**config.mk**
```make
export PLATFORM = sky130hd
export DESIGN_NAME = data_display
export DESIGN_NICKNAME = d
export VERILOG_FILES = /design/src/rtl/data_display_pkg.sv /design/src/rtl/data_display_seven_seg_decode.sv /design/src/rtl/data_display.sv
export SDC_FILE = /design/constraint.sdc
export NUM_CORES = 1
export LEC_CHECK = 0
export CORE_UTILIZATION = 42
export CTS_CLUSTER_DIAMETER = 100
export DETAILED_ROUTE_END_ITERATION = 16
export PLACE_DENSITY = 0.61
export REMOVE_ABC_BUFFERS = 1
export SETUP_SLACK_MARGIN = 0.05
export SYNTH_ARGS = -nofsm -noshare
export SYNTH_HDL_FRONTEND = slang
export SYNTH_SLANG_ARGS = --single-unit
```
**constraint.sdc**
```tcl
create_clock -name CLK -period 5 [get_ports CLK]
set_clock_uncertainty 0.05 [all_clocks]
set_input_delay 1.5 -clock CLK [delete_from_list [all_inputs] [get_ports CLK]]
set_output_delay 1.5 -clock CLK [all_outputs]
set_load 0.005 [all_outputs]
```
**src/rtl/data_display_pkg.sv**
```systemverilog
// Shared types and constants for the divider front-panel display.
// Select codes, segment patterns and the digit output bundle.
package data_display_pkg;

  typedef enum logic [1:0] {
    SEL_DIVIDEND  = 2'b00,
    SEL_DIVISOR   = 2'b01,
    SEL_QUOTIENT  = 2'b10,
    SEL_REMAINDER = 2'b11
  } data_sel_e;

  localparam int NUM_DIGITS = 4;

  localparam logic [6:0] SEG_BLANK = 7'h7F;
  localparam logic [6:0] SEG_DASH  = 7'h3F;
  localparam logic [6:0] SEG_E     = 7'h06;
  localparam logic [6:0] SEG_R     = 7'h2F;

  typedef struct packed {
    logic [3:0] an;
    logic [6:0] seg;
    logic       dp;
  } disp_t;

  function automatic logic [3:0] nibble(
    input logic [15:0] v,
    input logic [1:0]  i
  );
    return v[{i, 2'b00} +: 4];
  endfunction

endpackage

```
**src/rtl/data_display_seven_seg_decode.sv**
```systemverilog
// Hex digit to active-low 7-segment pattern, {g,f,e,d,c,b,a}.
// Purely combinational so the debug display can share it.
module seven_seg_decode (
  input  logic [3:0] hex,
  output logic [6:0] seg
);

  always_comb begin
    seg = 7'h7F;
    unique case (hex)
      4'h0: seg = 7'h40;
      4'h1: seg = 7'h79;
      4'h2: seg = 7'h24;
      4'h3: seg = 7'h30;
      4'h4: seg = 7'h19;
      4'h5: seg = 7'h12;
      4'h6: seg = 7'h02;
      4'h7: seg = 7'h78;
      4'h8: seg = 7'h00;
      4'h9: seg = 7'h10;
      4'hA: seg = 7'h08;
      4'hB: seg = 7'h03;
      4'hC: seg = 7'h46;
      4'hD: seg = 7'h21;
      4'hE: seg = 7'h06;
      4'hF: seg = 7'h0E;
    endcase
  end

endmodule

```
**src/rtl/data_display.sv**
```systemverilog
// Multiplexed 4-digit 7-segment driver for the divider panel.
// Shows operands or captured results, blinks the edited nibble.
module data_display
  import data_display_pkg::*;
#(
  parameter int REFRESH_CNT = 50000,
  parameter int BLINK_BITS  = 24
) (
  input  logic        CLK,
  input  logic        RESET,
  input  logic [1:0]  DATA_SELECT,
  input  logic [1:0]  BIT_SELECT,
  input  logic        OPERR,
  input  logic [15:0] DIVIDEND,
  input  logic [7:0]  DIVISOR,
  input  logic [15:0] QUOTIENT,
  input  logic [7:0]  REMAINDER,
  input  logic        RESULT_VALID,
  input  logic        DIV_BY_ZERO,
  output logic [3:0]  AN,
  output logic [6:0]  SEG,
  output logic        DP
);

  localparam int PW =
    (REFRESH_CNT > 1) ? $clog2(REFRESH_CNT) : 1;
  localparam logic [PW-1:0] PRESC_LAST =
    PW'(REFRESH_CNT - 1);

  logic [PW-1:0]         presc;
  logic [1:0]            idx;
  logic [BLINK_BITS-1:0] blk;
  logic                  tc;

  logic        res_valid;
  logic [15:0] q_cap;
  logic [7:0]  r_cap;
  logic        err_cap;
  logic [15:0] snap_dd;
  logic [7:0]  snap_dr;
  logic        held;

  data_sel_e  sel;
  logic       sel_hi;
  logic [3:0] nib;
  logic       blank_pos;
  logic [6:0] dec_seg;
  disp_t      nxt;

  assign tc     = (presc == PRESC_LAST);
  assign sel    = data_sel_e'(DATA_SELECT);
  assign sel_hi = DATA_SELECT[1];

  always_ff @(posedge CLK or posedge RESET) begin
    if (RESET) begin
      presc <= '0;
      idx   <= '0;
      blk   <= '0;
    end else begin
      blk <= blk + 1'b1;
      if (tc) begin
        presc <= '0;
        idx   <= idx + 1'b1;
      end else begin
        presc <= presc + 1'b1;
      end
    end
  end

  always_ff @(posedge CLK or posedge RESET) begin
    if (RESET) begin
      res_valid <= 1'b0;
      q_cap     <= '0;
      r_cap     <= '0;
      err_cap   <= 1'b0;
      snap_dd   <= '0;
      snap_dr   <= '0;
    end else if (RESULT_VALID) begin
      res_valid <= 1'b1;
      q_cap     <= QUOTIENT;
      r_cap     <= REMAINDER;
      err_cap   <= DIV_BY_ZERO;
      snap_dd   <= DIVIDEND;
      snap_dr   <= DIVISOR;
    end
  end

  // Any operand edit since capture makes the result stale.
  assign held = res_valid
             && (DIVIDEND == snap_dd)
             && (DIVISOR == snap_dr);

  always_comb begin
    nib       = '0;
    blank_pos = 1'b0;
    unique case (sel)
      SEL_DIVIDEND: nib = nibble(DIVIDEND, idx);
      SEL_DIVISOR: begin
        nib       = nibble({8'h00, DIVISOR}, idx);
        blank_pos = idx[1];
      end
      SEL_QUOTIENT: nib = nibble(q_cap, idx);
      SEL_REMAINDER: begin
        nib       = nibble({8'h00, r_cap}, idx);
        blank_pos = idx[1];
      end
    endcase
  end

  seven_seg_decode u_dec (
    .hex (nib),
    .seg (dec_seg)
  );

  always_comb begin
    nxt.an  = ~(4'b0001 << idx);
    nxt.dp  = ~OPERR;
    nxt.seg = dec_seg;
    if (sel_hi && !held) begin
      nxt.seg = SEG_DASH;
    end else if (sel_hi && err_cap) begin
      unique case (idx)
        2'd3: nxt.seg = SEG_E;
        2'd2: nxt.seg = SEG_R;
        2'd1: nxt.seg = SEG_R;
        2'd0: nxt.seg = SEG_BLANK;
      endcase
    end else if (blank_pos) begin
      nxt.seg = SEG_BLANK;
    end
    if (!sel_hi && !OPERR && idx == BIT_SELECT
        && blk[BLINK_BITS-1]) begin
      nxt.seg = SEG_BLANK;
    end
  end

  always_ff @(posedge CLK or posedge RESET) begin
    if (RESET) begin
      AN  <= 4'hF;
      SEG <= SEG_BLANK;
      DP  <= 1'b1;
    end else if (tc) begin
      AN  <= nxt.an;
      SEG <= nxt.seg;
      DP  <= nxt.dp;
    end
  end

endmodule

```
Word level (Yosys, flattened, before mapping)
Memories as Yosys holds them, arrays and structs flattened. Cells that the tools add are included.

Register bits after elaboration: 104. Memory bits (read-only): 112. Bits of input ports: 57. Output and inout port bits: 12. Logic and storage cells: 55. Memories kept: 1.

Add/subtract/negate cells: 3. Equal/unequal tests: 10. Shift operators: 5. Muxes and demuxes: 8. Bitwise gates (word level): 2. Reduce and logical (&&, ||, !) cells: 14.

Memories: (name not given) (words 16, bits a word 7, read ports 1, clocked after Yosys merged registers in 0, write ports 0, RTL line data_display_seven_seg_decode.sv:10) `unique case (hex)`.

Operator list (number): $shiftx A16 B5 Y4 (4); $mux W7 (4); $add A24 B1 Y24 const B (1); $pmux W7 S3 (1); $add A16 B1 Y16 const B (1); $eq A16 B16 Y1 (1); $eq A16 B16 Y1 const B (1); $mux W16 (1); $pmux W4 S4 (1); $eq A2 B2 Y1 const B (4); $eq A8 B8 Y1 (1); $logic_and A1 B1 Y1 (7); $eq A2 B1 Y1 const B (2); $logic_not A2 Y1 (2); $not A4 Y4 (1); $reduce_or A2 Y1 (2); $shl A1 B2 Y4 const A (1); $logic_not A1 Y1 (3); $add A2 B1 Y2 const B (1); $eq A2 B2 Y1 (1); $mux W1 (1); $not A1 Y1 (1).

Longest topological paths before layout
Word-level depth: 7. Mapped depth: 12. Gate-level depth less buffers: 10.

Modules after synthesis
Synthesis repeated with hierarchy kept, for this count alone.

Cell total of the unflattened synthesis: 444. Area total of the unflattened synthesis: 5296.3 um2.

By module, submodules not included: data_display (instances 1, cells an instance 412, area an instance 5021.1 um2, seq. area each 2617.5 um2); seven_seg_decode (instances 1, cells an instance 32, area an instance 275.3 um2, seq. area each 0.0 um2).

Worst setup path after synthesis
Ideal clock, no wire load.

Kind: input to register. From: input port DATA_SELECT[0]. To: register SEG[0]. Setup time: 81 ps. Data arrival time: 3383 ps. Required time: 4869 ps. Slack: 1486 ps. Stages: 9. Buffers on the path: 2. Path through: buf_6 buf_6 mux4_2 nand2_1 a31oi_1 inv_1 ha_1 o311a_1 o221a_1.

Cells in the longest elaborated chain, start to end: 7. Elaborated cells between the ends (all ways): 12. Those cells by class: eq/ne: 3; mux: 6; reduce/logical: 2; memory: 1.

RTL lines: start: declaration (RTL line data_display.sv:11) `input logic [1:0] DATA_SELECT,`; $eq A2 B2 Y1, or another cell as far along (RTL line data_display.sv:96) `unique case (sel)`; $pmux W4 S4 or $reduce_or A2 Y1 (tied branches); $mem_v2 Z16 W7 or $mux W1 (tied branches); $mux W7 (*) (RTL line data_display.sv:128) `end else if (blank_pos) begin`; $mux W7 (*) (RTL line data_display.sv:121) `end else if (sel_hi && err_cap) begin`; $mux W7 (*) (RTL line data_display.sv:119) `if (sel_hi && !held) begin`; $mux W7 (*) (RTL line data_display.sv:131) `if (!sel_hi && !OPERR && idx == BIT_SELECT`; end signal: assignment (RTL line data_display.sv:144) `SEG <= nxt.seg;`; end: declaration (RTL line data_display.sv:21) `output logic [6:0] SEG,`.

Mark *: on every way between the ends. The rest lies on a longest branch, timed or not. A chain may end at the register's enable or synchronous reset.

Final worst setup path
From: input port DATA_SELECT[1]. To: register SEG[0].

Cells in the longest elaborated chain, start to end: 7. Elaborated cells between the ends (all ways): 18. Those cells by class: eq/ne: 3; mux: 6; reduce/logical: 8; memory: 1.

RTL lines (RTL line): $eq A2 B2 Y1, or another cell as far along (data_display.sv:96); $pmux W4 S4 or $reduce_or A2 Y1 (tied branches); $mem_v2 Z16 W7 or $mux W1 (tied branches); $mux W7 (data_display.sv:128); $mux W7 (data_display.sv:121); $mux W7 (data_display.sv:119); $mux W7 (*) (data_display.sv:131).

Marks and branches as above.

==> results.cfg <==
[layout]
multi_input_comb_area_um2 = 2550
finish.instance_area_um2 = 6390
num-fill-cells = 1113
ff_latch_area_um2 = 2620
final_cell_mix = 92 x sky130_fd_sc_hd__dfrtp_1, 67 x sky130_fd_sc_hd__clkdlybuf4s50_1, 50 x sky130_fd_sc_hd__mux2_2, 38 x sky130_fd_sc_hd__xnor2_1, 31 x sky130_fd_sc_hd__nand2_1
layout_commonest_cell = sky130_fd_sc_hd__dfrtp_1
synthesis_to_layout_area_growth_pct = 20.5
antenna_cells = 0
finalNonFillerCells = 679
post_route_cells_drive_above_1_share_pct = 20.7
final_nets = 576

[global_route]
first_global_vias = 3661
antenna_violations_before_repair = 0
grt_max_degree = 70
overflow = 0
gr-usage-all-layers_pct = 19.0
global_route_wire_length_before_repair_mm = 18.6

[cts]
cts_setup_buffers = 0
worst_skew_pair.late_latency_ns = 0.35
tritoncts = built
clock_sinks = 104
cts.hold.buffers_added = 0
cts.htree.levels = 3
ctsLongestPathBuffers = 2
cts_repair_resize_count = 0
cts_root_buffer = sky130_fd_sc_hd__clkbuf_16
cts.reportedPaths.clkPinSlew_ns = 0.06
numCtsBuffers = 9

[setup_path]
critical_path.slowest_cell = sky130_fd_sc_hd__clkdlybuf4s50_1
slowest_delay_ns = 0.86
critPathArrivalTime_ns = 4.33
path_class = input port to register
critical_path.endpoint_type = register
critical_path.startpoint_type = input port
critical_path_cell_by_cell = clkdlybuf4s50_1 > mux4_2 > nand2_1 > a31oi_1 > inv_1 > ha_1 > a21oi_1 > o21ai_1 > o311a_1 > o221a_1
cp_max_fo = 13
worst-endpoint-required_ns = 5.23

[timing]
setup_repair_after_global_routing_missed_its_margin = no
final_critical_path_setup_slack_ns = 0.898
finalCritPeriodShare_pct = 82.0
setup_viol_count_final = 0
clock_period_minus_final_worst_setup_slack_ns = 4.10
finalMaxSlewViolations = 0
final_hold_viol_count = 0
timing.slew.headroom_pct = 26.9
worst_pin_slew_ns = 1.10
timing.fmax_ghz = 0.244
setup-tns-final_ns = 0

[outcome]
status = finished clean

[die]
start_util_pct = 43.6
placement_rows = 40
coreArea_um2 = 12200
io_pins = 69
die_h_um = 114
dieArea_um2 = 13100
dieWidth_um = 114

[detailed_routing]
drt_wl_total_mm = 10.9
drt_drc_violations_left = 0
routed-via-count = 3504
ant_nets = 0
vias_per_cell = 5.16
post_drt_wl_per_cell_um = 16.1
number_of_optimization_iterations_in_the_first_detailed_route_pass = 4
detail_route.iter0.violations = 157

[job]
drv_cap = 0

[logic_synthesis]
synth_largest_type_area_fraction_pct = 43.4
postSynth.asyncResetShare_pct = 100
mappedNetlistArea_um2 = 5300
dominantRegCellSynth = sky130_fd_sc_hd__dfrtp_1
post_synth_inst_count = 441
ys_top_cells_by_area = sky130_fd_sc_hd__dfrtp_1 43%, sky130_fd_sc_hd__mux2_2 11%, sky130_fd_sc_hd__xnor2_1 6.3%
synth-edff-count = 0
postSynthRegisterBits = 104
library_cell_occupying_the_most_area_in_the_post_synthesis_netlist = sky130_fd_sc_hd__dfrtp_1
register_area_share_after_synthesis_pct = 49.4
yosys_warnings = 0
synthesis.area_per_instance_um2 = 12.0
ys_types = 54

[placement]
port_buffers = 68
dpl.cell_count = 663
gpl.final_weighted_congestion = 0.797
post_placement_setup_slack_ns = 0.558
dp_hpwl_mm = 8.02
placed_cell_area_um2 = 6120

[power_and_ir_drop]
power.leakage_nw = 2.63
p_total_mw = 1.81
vdd.ir_drop.worst_mv = 0.206
powerDensity_nw_per_um2 = 283

[hold_path]
worstHoldPathType = register to register
cells in the mapped netlist (3+ instances only):
| cell | count |
|---|---|
| sky130_fd_sc_hd__nor2b_1 | 3 |
| sky130_fd_sc_hd__buf_4 | 3 |
| sky130_fd_sc_hd__and3_1 | 12 |
| sky130_fd_sc_hd__mux2_2 | 50 |
| sky130_fd_sc_hd__nor2_1 | 22 |
| sky130_fd_sc_hd__nand4_1 | 8 |
| sky130_fd_sc_hd__nand2b_1 | 3 |
| sky130_fd_sc_hd__xnor2_1 | 38 |
| sky130_fd_sc_hd__inv_1 | 8 |
| sky130_fd_sc_hd__a31oi_1 | 3 |
| sky130_fd_sc_hd__nand3_1 | 23 |
| sky130_fd_sc_hd__o21ai_0 | 10 |
| sky130_fd_sc_hd__and4_1 | 6 |
| sky130_fd_sc_hd__ha_1 | 13 |
| sky130_fd_sc_hd__nor3_1 | 7 |
| sky130_fd_sc_hd__dfrtp_1 | 92 |
| sky130_fd_sc_hd__buf_2 | 3 |
| sky130_fd_sc_hd__xor2_1 | 26 |
| sky130_fd_sc_hd__clkbuf_1 | 7 |
| sky130_fd_sc_hd__buf_1 | 3 |
| sky130_fd_sc_hd__a21oi_1 | 9 |
| sky130_fd_sc_hd__mux4_2 | 10 |
| sky130_fd_sc_hd__dfstp_2 | 12 |
| sky130_fd_sc_hd__nand2_1 | 31 |
worst paths after layout:
kind	slack, ns	depth (start not counted)	end	startpoint
max	0.90	10	SEG[0]	DATA_SELECT[1]
min in group asynchronous	1.64	2	snap_dd[3]	RESET
max in group asynchronous	2.48	3	q_cap[0]	RESET
min	0.40	1	presc[0]	presc[0]
min reg2reg	0.40	1	presc[0]	presc[0]
max reg2reg	2.16	9	SEG[0]	idx[0]
per-stage QoR:
step | hold slack [ns] | utilization, %
after floorplan | 0.375 | -
after global placement | 0.389 | 50.3
after detailed placement | 0.400 | 50.3
after CTS | 0.409 | 52.5
after global routing | 0.428 | 52.5
final | 0.401 | 52.5
sequential cells by signal, indices dropped and copies added, names as in the netlist, 4 cells and up:
signal,flops
AN,4
SEG,7
blk,24
presc,16
q_cap,16
r_cap,8
snap_dd,16
snap_dr,8
layer usage:
layer  wire length [µm]  track usage (%)  up-vias
met5                  0                0        -
met1               5180             24.7     1743
met3                482             5.19        9
met2               5120             30.7       72
met4                144             5.97        0
li1                   -                -     1680
area by class of cell:
type                            count  share of cell area (%)
Sequential cell                   104                    41.0
Multi-Input combinational cell    310                    39.9
Timing Repair Buffer               72                    11.0
Clock buffer                       13                    3.92
Tap cell                          168                    3.29
Inverter                            9                   0.568
Clock inverter                      3                   0.274
worst max-delay path: cells and delay by family:
kind / cells / cell delay [ns]
adders and majority gates: 1 / 0.30
buffers and inverters: 2 / 1.03
AOI/OAI and AO/OA: 5 / 1.10
muxes: 1 / 0.33
and+or+nand+nor: 1 / 0.06
report_power, final:
part	switching (mW)	internal [mW]	total (mW)
clock network	0.305	0.350	0.655
registers	0.0260	0.883	0.909
logic	0.111	0.136	0.247
total	0.442	1.37	1.81
logic make-up after synthesis:
logic type	share of synthesized area, %
simple gates	12.3
flops	49.4
mux	16.4
xor+xnor	10.6
compound gates	5.81
buf+inv	2.48
fa+ha+maj	3.07
No activity file was read; power rests on OpenSTA's default activity.
